===== src/rtl/osc_saw_meter.sv =====
// rtl/osc_saw_meter.sv - sawtooth period/amplitude meter with lock and stall detection
module osc_saw_meter #(
  parameter int WAVE_WIDTH_P    = 24,
  parameter int COUNTER_WIDTH_P = 24,
  parameter int TOLERANCE_P     = 2,
  parameter int LOCK_COUNT_P    = 4
) (
  input  logic                              clk,
  input  logic                              rst_n,
  input  logic signed [WAVE_WIDTH_P-1:0]    osc_saw,
  input  logic                              cr_enable,
  output logic        [COUNTER_WIDTH_P-1:0] period,
  output logic                              period_valid,
  output logic signed [WAVE_WIDTH_P-1:0]    amp_max,
  output logic signed [WAVE_WIDTH_P-1:0]    amp_min,
  output logic                              locked,
  output logic                              timeout
);

  localparam logic [1:0] ST_IDLE    = 2'd0;
  localparam logic [1:0] ST_SYNC    = 2'd1;
  localparam logic [1:0] ST_MEASURE = 2'd2;

  localparam logic [COUNTER_WIDTH_P-1:0] CNT_MAX = '1;
  localparam logic [COUNTER_WIDTH_P:0]   TOL     = (COUNTER_WIDTH_P+1)'(TOLERANCE_P);
  localparam logic [3:0]                 LOCK_N  = 4'(LOCK_COUNT_P);

  logic [1:0]                        state;
  logic signed [WAVE_WIDTH_P-1:0]    prev_sample;
  logic signed [WAVE_WIDTH_P-1:0]    run_max;
  logic signed [WAVE_WIDTH_P-1:0]    run_min;
  logic [COUNTER_WIDTH_P-1:0]        count;
  logic [3:0]                        match_cnt;
  logic                              have_prev;

  logic                              wrap;
  logic [COUNTER_WIDTH_P-1:0]        period_new;
  logic signed [COUNTER_WIDTH_P:0]   diff;
  logic [COUNTER_WIDTH_P:0]          abs_diff;
  logic                              is_match;
  logic [3:0]                        match_next;

  assign wrap = !prev_sample[WAVE_WIDTH_P-1] && osc_saw[WAVE_WIDTH_P-1];

  // A wrap landing on the saturated counter still publishes, clamped to the maximum.
  assign period_new = (count == CNT_MAX) ? CNT_MAX : count + 1'b1;

  assign diff     = $signed({1'b0, period_new}) - $signed({1'b0, period});
  assign abs_diff = (diff < 0) ? $unsigned(-diff) : $unsigned(diff);
  assign is_match = have_prev && (abs_diff <= TOL);

  always_comb begin
    match_next = 4'd0;
    if (is_match) begin
      match_next = (match_cnt >= LOCK_N) ? LOCK_N : match_cnt + 4'd1;
    end
  end

  always_ff @(posedge clk or negedge rst_n) begin
    if (!rst_n) begin
      state        <= ST_IDLE;
      prev_sample  <= '0;
      run_max      <= '0;
      run_min      <= '0;
      count        <= '0;
      match_cnt    <= 4'd0;
      have_prev    <= 1'b0;
      period       <= '0;
      period_valid <= 1'b0;
      amp_max      <= '0;
      amp_min      <= '0;
      locked       <= 1'b0;
      timeout      <= 1'b0;
    end else begin
      prev_sample  <= osc_saw;
      period_valid <= 1'b0;
      if (!cr_enable) begin
        state     <= ST_IDLE;
        count     <= '0;
        match_cnt <= 4'd0;
        have_prev <= 1'b0;
        locked    <= 1'b0;
        timeout   <= 1'b0;
      end else begin
        case (state)
          ST_IDLE: begin
            count     <= '0;
            match_cnt <= 4'd0;
            have_prev <= 1'b0;
            state     <= ST_SYNC;
          end
          ST_SYNC: begin
            if (wrap) begin
              count     <= '0;
              run_max   <= osc_saw;
              run_min   <= osc_saw;
              have_prev <= 1'b0;
              state     <= ST_MEASURE;
            end
          end
          ST_MEASURE: begin
            if (wrap) begin
              period       <= period_new;
              amp_max      <= run_max;
              amp_min      <= run_min;
              period_valid <= 1'b1;
              count        <= '0;
              run_max      <= osc_saw;
              run_min      <= osc_saw;
              have_prev    <= 1'b1;
              match_cnt    <= match_next;
              locked       <= (match_next == LOCK_N);
              timeout      <= 1'b0;
            end else if (count == CNT_MAX) begin
              // Stalled wave: drop lock and hunt for a fresh wrap; published values hold.
              timeout   <= 1'b1;
              locked    <= 1'b0;
              match_cnt <= 4'd0;
              have_prev <= 1'b0;
              state     <= ST_SYNC;
            end else begin
              count <= count + 1'b1;
              if (osc_saw > run_max) run_max <= osc_saw;
              if (osc_saw < run_min) run_min <= osc_saw;
            end
          end
          default: state <= ST_IDLE;
        endcase
      end
    end
  end

endmodule

===== config.mk =====
export PLATFORM = sky130hd
export DESIGN_NAME = osc_saw_meter
export DESIGN_NICKNAME = d
export VERILOG_FILES = /design/src/rtl/osc_saw_meter.sv
export SDC_FILE = /design/constraint.sdc
export NUM_CORES = 1
export LEC_CHECK = 0
export ABC_AREA = 1
export CORE_UTILIZATION = 40
export CTS_BUF_LIST = sky130_fd_sc_hd__clkbuf_4
export DETAILED_ROUTE_END_ITERATION = 8
export HOLD_SLACK_MARGIN = 0.02
export SYNTH_ARGS = -nofsm -noshare
export SYNTH_HDL_FRONTEND = slang
export SYNTH_SLANG_ARGS = --single-unit
export TNS_END_PERCENT = 30

===== constraint.sdc =====
create_clock -name clk -period 6.3 [get_ports clk]
set_clock_uncertainty 0.1 [all_clocks]
set_input_delay 1.26 -clock clk [delete_from_list [all_inputs] [get_ports clk]]
set_output_delay 1.26 -clock clk [all_outputs]
set_load 0.01 [all_outputs]

* After elaboration in Yosys (flattened, before gate mapping)
Cells that the tools add are included.
** Word-level totals
- Flip-flop bits (word level) :: 178
- Output and inout port bits :: 75
** Operators by class
- Add/subtract/negate cells :: 4
- Magnitude comparators :: 5
- Equal/unequal tests :: 17
- Mux-type cells :: 42
- Reductions and logical operators :: 13
** Operators by type and width (number)
- 24-bit 2-to-1 mux :: 12
- 24-bit case mux with 2 select lines :: 2
- 24-bit case mux with 3 select lines :: 1
- 25-bit by 2-bit less-or-equal comparator with 1-bit output, second input constant :: 1
- 25-bit by 1-bit < comparator with 1-bit output, second input constant :: 1
- 25-bit 2-to-1 mux :: 1
- 25-bit negator :: 1
- 24-bit by 24-bit subtractor with 25-bit output :: 1
- 24-bit by 1-bit adder with 24-bit output, second input constant :: 1
- 24-bit == test, second input constant :: 1
- 24-bit > comparator :: 1
- 24-bit < comparator :: 1
- 4-bit 2-to-1 mux :: 5
- 3-bit inequality test, second input constant :: 6
- 1-bit 2-to-1 mux :: 14
- 3-bit AND reduction :: 4
- 5-bit AND reduction :: 2
- 2-bit 2-to-1 mux :: 4
- 4-bit inequality test, second input constant :: 2
- 4-bit case mux with 2 select lines :: 1
- 3-bit by 1-bit inequality test with 1-bit output, second input constant :: 2
- 2-bit case mux with 3 select lines :: 1
- 4-bit by 1-bit adder with 4-bit output, second input constant :: 1
- 4-bit by 3-bit == test with 1-bit output, second input constant :: 1
- other kinds (12) :: 14

* Depth between registers and ports, before layout
- Depth after elaboration :: 12
- Depth in mapped cells :: 35

* Worst setup path after synthesis
No wires, ideal clock.
- Kind :: register -> register
- Start :: reg count[2]
- End :: reg locked
- Setup time :: 0.065 ns
- Data arrival time :: 3.844 ns
- Data required time :: 6.135 ns
- Setup slack :: 2.291 ns
- Cell stages (with the launch flop) :: 30
- Path through :: dfrtp_1 inv_2 nor3_2 nand3_1 nor2_2 nand2_2 nor4_2 nand4_1 nor4_4 nand3_2 xor2_1 inv_1 nand2_1 ha_1 a21oi_1 o21ai_0 a21oi_1 o21a_1 and2_1 buf_6 buf_6 nand2_1 a22o_1 nor2_1 nand2_1 nor2_1 nand3_1 nor2_2 nand4_1 nand2_1
** On the way
- Cells in the longest elaborated chain, start to end :: 12
- Elaborated cells on any way between the ends :: 16
- Classes of those cells :: 3 x add/sub; 2 x order compare; 3 x eq/ne; 6 x mux; 2 x reduce/logical
** Ends and longest elaborated chain
- start: declaration :: line 32 : logic [COUNTER_WIDTH_P-1:0] count;
- start signal: assignment :: line 122 : count <= count + 1'b1;
- 24-bit by 1-bit adder with 24-bit output or 24-bit == test (tied branches) :: line 46 : assign period_new = (count == CNT_MAX) ? CNT_MAX : count + 1'b1;
- 24-bit 2-to-1 mux * :: line 46
- net period_new[21] :: line 37 : logic [COUNTER_WIDTH_P-1:0] period_new;
- 24-bit by 24-bit subtractor with 25-bit output * :: line 48 : assign diff = $signed({1'b0, period_new}) - $signed({1'b0, period});
- 25-bit negator or 25-bit by 1-bit < comparator with 1-bit output (tied branches) :: line 49 : assign abs_diff = (diff < 0) ? $unsigned(-diff) : $unsigned(diff);
- 25-bit 2-to-1 mux * :: line 49
- 25-bit by 2-bit less-or-equal comparator with 1-bit output * :: line 50 : assign is_match = have_prev && (abs_diff <= TOL);
- 1-bit logical AND * :: line 50
- 4-bit 2-to-1 mux * :: line 54 : if (is_match) begin
- 4-bit by 3-bit == test with 1-bit output * :: line 112 : locked <= (match_next == LOCK_N);
- 1-bit 2-to-1 mux * :: line 102 : if (wrap) begin
- 1-bit 2-to-1 mux * :: line 85 : case (state)
- 1-bit 2-to-1 mux * :: line 77 : if (!cr_enable) begin
- end signal: assignment :: line 112
- end: declaration :: line 16 : output logic locked,
The timed path passes the listed nets; every way through them passes the cells marked *. The select of a mux whose other input is x is not followed.
A chain may end at the register's enable or synchronous reset.

* Final worst setup path
- Start :: reg count[0]
- End :: reg match_cnt[0]
** On the way
- Cells in the longest elaborated chain, start to end :: 11
- Elaborated cells on any way between the ends :: 15
- Classes of those cells :: 3 x add/sub; 2 x order compare; 2 x eq/ne; 6 x mux; 2 x reduce/logical
** Ends and longest elaborated chain
- 24-bit by 1-bit adder with 24-bit output or 24-bit == test (tied branches) :: line 46
- 24-bit 2-to-1 mux * :: line 46
- net period_new[21] :: line 37
- 24-bit by 24-bit subtractor with 25-bit output * :: line 48
- 25-bit negator or 25-bit by 1-bit < comparator with 1-bit output (tied branches) :: line 49
- 25-bit 2-to-1 mux * :: line 49
- 25-bit by 2-bit less-or-equal comparator with 1-bit output * :: line 50
- 1-bit logical AND * :: line 50
- 4-bit 2-to-1 mux * :: line 54
- 4-bit 2-to-1 mux * :: line 102
- 4-bit case mux with 2 select lines * :: line 85
- 4-bit 2-to-1 mux * :: line 77
- end signal: assignment :: line 111 : match_cnt <= match_next;
- end: declaration :: line 33 : logic [3:0] match_cnt;
The timed path passes the listed nets; every way through them passes the cells marked *.

==> out/qor.yml <==
synth:
  synth.top_cell.area_share_pct: 38.1
  synthTopCellsByArea: "dfrtp_1 38%, nand2_1 15%, ha_1 9.0%, inv_1 8.7%, o21ai_0 7.0%"
  avgSynthCellArea_sq_um: 7.27
  syn_inst: 1403
  synth_nets: 1504
  ys_warn_count: 0
  ys_ff_latch: 155
  synth_area_sq_mm: 0.0102
  ys_top_cells_by_count: "401 x nand2_1, 235 x inv_1, 155 x dfrtp_1, 142 x o21ai_0, 75 x nor2_1"
  synth_edf_count: 0
  synth_largest_area_cell: "dfrtp_1"
  synth_cell_types: 47
  synth_ff_type: "dfrtp_1"
  seq_area_frac_synth_pct: 38.1
  synthArstFlopShare_pct: 100
  post-synth-top-count-cell: "nand2_1"
pwr:
  comb_power_share_pct: 52.0
  swShare_pct: 45.0
  power-per-cell-area_mw_per_mm2: 379
  p_seq_share_pct: 34.6
  intPower_mw: 2.46
  p_clk_share_pct: 13.4
  switchingPower_mw: 2.01
  cellLeakagePower_nw: 6.13
  ir_drop_uv: 189
layout:
  instances_no_fill: 1838
  nets: 1596
  syn_to_final_growth_pct: 15.6
  final_util_pct: 46.9
  antennaDiodeCount: 0
  drive_gt1_share_pct: 7.36
  nFillCells: 2606
  design_area_sq_mm: 0.0118
floorplan:
  fp.coreArea_sq_mm: 0.0251
  num_io_pins: 102
  die-area_sq_mm: 0.0261
  start_util_pct: 40.6
  fp.dieW_um: 162
  std_cell_rows: 58
  die_y_um: 162
clock_network:
  post-cts-setup-buffers: 0
  clk_pin_slew_ns: 0.15
  clockBufferDepth: 2
  numCtsBuffers: 17
  cts_tree: "yes"
  clock_sinks: 155
  clockRootBuffer: "clkbuf_4"
  postCtsHoldBufs: 0
  htreeDepth: 4
  clk_latency_ns: 0.58
  cts_resized: 0
global_routing:
  overflow: 0
  grt_max_degree: 100
  grt_pass1_vias: 8704
  antenna_found_initial: 0
  grt_pass1_wl_mm: 43.2
  grtUsageTotal_pct: 20.7
drt:
  drtIter0Drc: 538
  routed_via_density: 4.90
  num_vias: 9007
  antenna_left: 0
  totalWireLength_mm: 26.0
  drc_errors: 0
  wl_per_cell_um: 14.2
  first_pass_iters: 5
min_path:
  worst_hold_startpoint: "run_min[4]"
  hp-class: "flip-flop to flip-flop"
  holdPathStages: 2
critical_path:
  r2r-start: "count[0]"
  critPathCaptureType: "flip-flop"
  worstSetupPathType: "flip-flop to flip-flop"
  cp.required_ns: 6.72
  crit_arrival_ns: 5.86
  cp-startpoint: "count[0]"
  startpoint_type: "flip-flop"
  critPathSlowestCell: "and2_1"
  slowest_delay_ns: 0.83
  reg2reg_slack_ns: 0.86
  critPathMaxFanout: 33
  worstRegToRegCells: 30
  cp_common_cell: "nand2_1"
sta:
  finalSetupTns_ns: 0
  relSlewSlack_pct: 28.2
  period_needed_ns: 5.44
  worst_pin_slew_ns: 1.08
  slew_viol_final: 0
  rsz0062_at_grt: "no"
  final-hold-violation-count: 0
  timing.fmax_mhz: 184
  fin_hold_ws_ns: 0.401
  post-route-period-util_pct: 86.3
  setup_viol: 0
place:
  place_inst: 1806
  gp_congestion: 0.896
  place_hpwl_mm: 20.1
  port_buffers: 101
  post_dp_cell_area_sq_mm: 0.0115
outcome:
  status: "finished, final reports clean"
run:
  max_cap_violations: 0
## path summary, 6_finish.rpt
kind | to
worst min register to register | run_min[4]
worst max-delay path | match_cnt[0]
worst min-delay path | run_min[4]
worst max register to register | match_cnt[0]
max in group asynchronous | run_max[1]
min in group asynchronous | count[8]
## worst max-delay path, delay by kind of cell, from the launching register on
kind            cells  cell delay (ns)
simple gates       19             3.04
flops               1             0.42
compound gates      5             0.89
xor+xnor            1             0.16
fa+ha+maj           1             0.38
buf+inv             4             0.41
## metal layers
metal | share of wire [%] | up-vias | GRT usage, % | wire length, um
met5 | 0 | - | 0 | 0
met1 | 45 | 4164 | 26.0 | 11800
li1 | - | 4655 | - | -
met3 | 5.2 | 26 | 4.98 | 1350
met2 | 48 | 162 | 35.7 | 12500
met4 | 1.4 | 0 | 5.02 | 373
## registers in the layout, indices dropped and copies added, names as in the netlist
register      flops
timeout           1
state             2
prev_sample       1
have_prev         1
period           24
count            24
amp_max          24
run_max          24
run_min          24
locked            1
period_valid      1
match_cnt         4
amp_min          24
## logic make-up (layout without fill, tap and decap cells)
group | after synthesis | count (layout) | share of synthesized area [%]
AOI/OAI and AO/OA | 230 | 230 | 12.2
adders and majority gates | 74 | 74 | 9.16
buffers and inverters | 278 | 383 | 10.6
DFF | 155 | 155 | 38.1
and+or+nand+nor | 637 | 637 | 27.4
xor gates and xnor gates | 29 | 29 | 2.57
## stage by stage
| stage | total power [mW] | setup slack (ns) |
|---|---|---|
| floorplan | 2.99 | 2.29 |
| global placement | 3.86 | 1.04 |
| detailed placement | 3.89 | 0.902 |
| CTS | 4.51 | 0.867 |
| global route | 4.89 | 0.126 |
| finish | 4.47 | 0.862 |
## placed cells by master (no fill, tap or decap), types with 19 or more instances in the layout
| cell | n |
|---|---|
| nand2_1 | 401 |
| nand2_2 | 23 |
| ha_1 | 73 |
| nand4_1 | 29 |
| o21ai_0 | 142 |
| nor2_1 | 75 |
| xor2_1 | 23 |
| a21oi_1 | 43 |
| o22ai_1 | 19 |
| dfrtp_1 | 155 |
| clkdlybuf4s50_1 | 100 |
| nand3_1 | 62 |
| inv_1 | 235 |
## area by class of cell
cell class | count | area, sq um | area share [%]
Multi-Input combinational cell | 970 | 5240 | 44.5
Sequential cell | 155 | 3880 | 32.9
Timing Repair Buffer | 109 | 1070 | 9.10
Inverter | 242 | 908 | 7.71
Tap cell | 330 | 413 | 3.51
Clock buffer | 18 | 135 | 1.15
Clock inverter | 14 | 130 | 1.10
## power groups by stage
stage               clock network, mW  logic [mW]  registers, mW
finish                          0.599        2.32           1.55
global route                    0.665        2.63           1.59
CTS                             0.623        2.34           1.55
detailed placement                  0        2.33           1.57
global placement                    0        2.30           1.56
floorplan                           0        1.38           1.61
No activity file was read; power rests on OpenSTA's default activity.
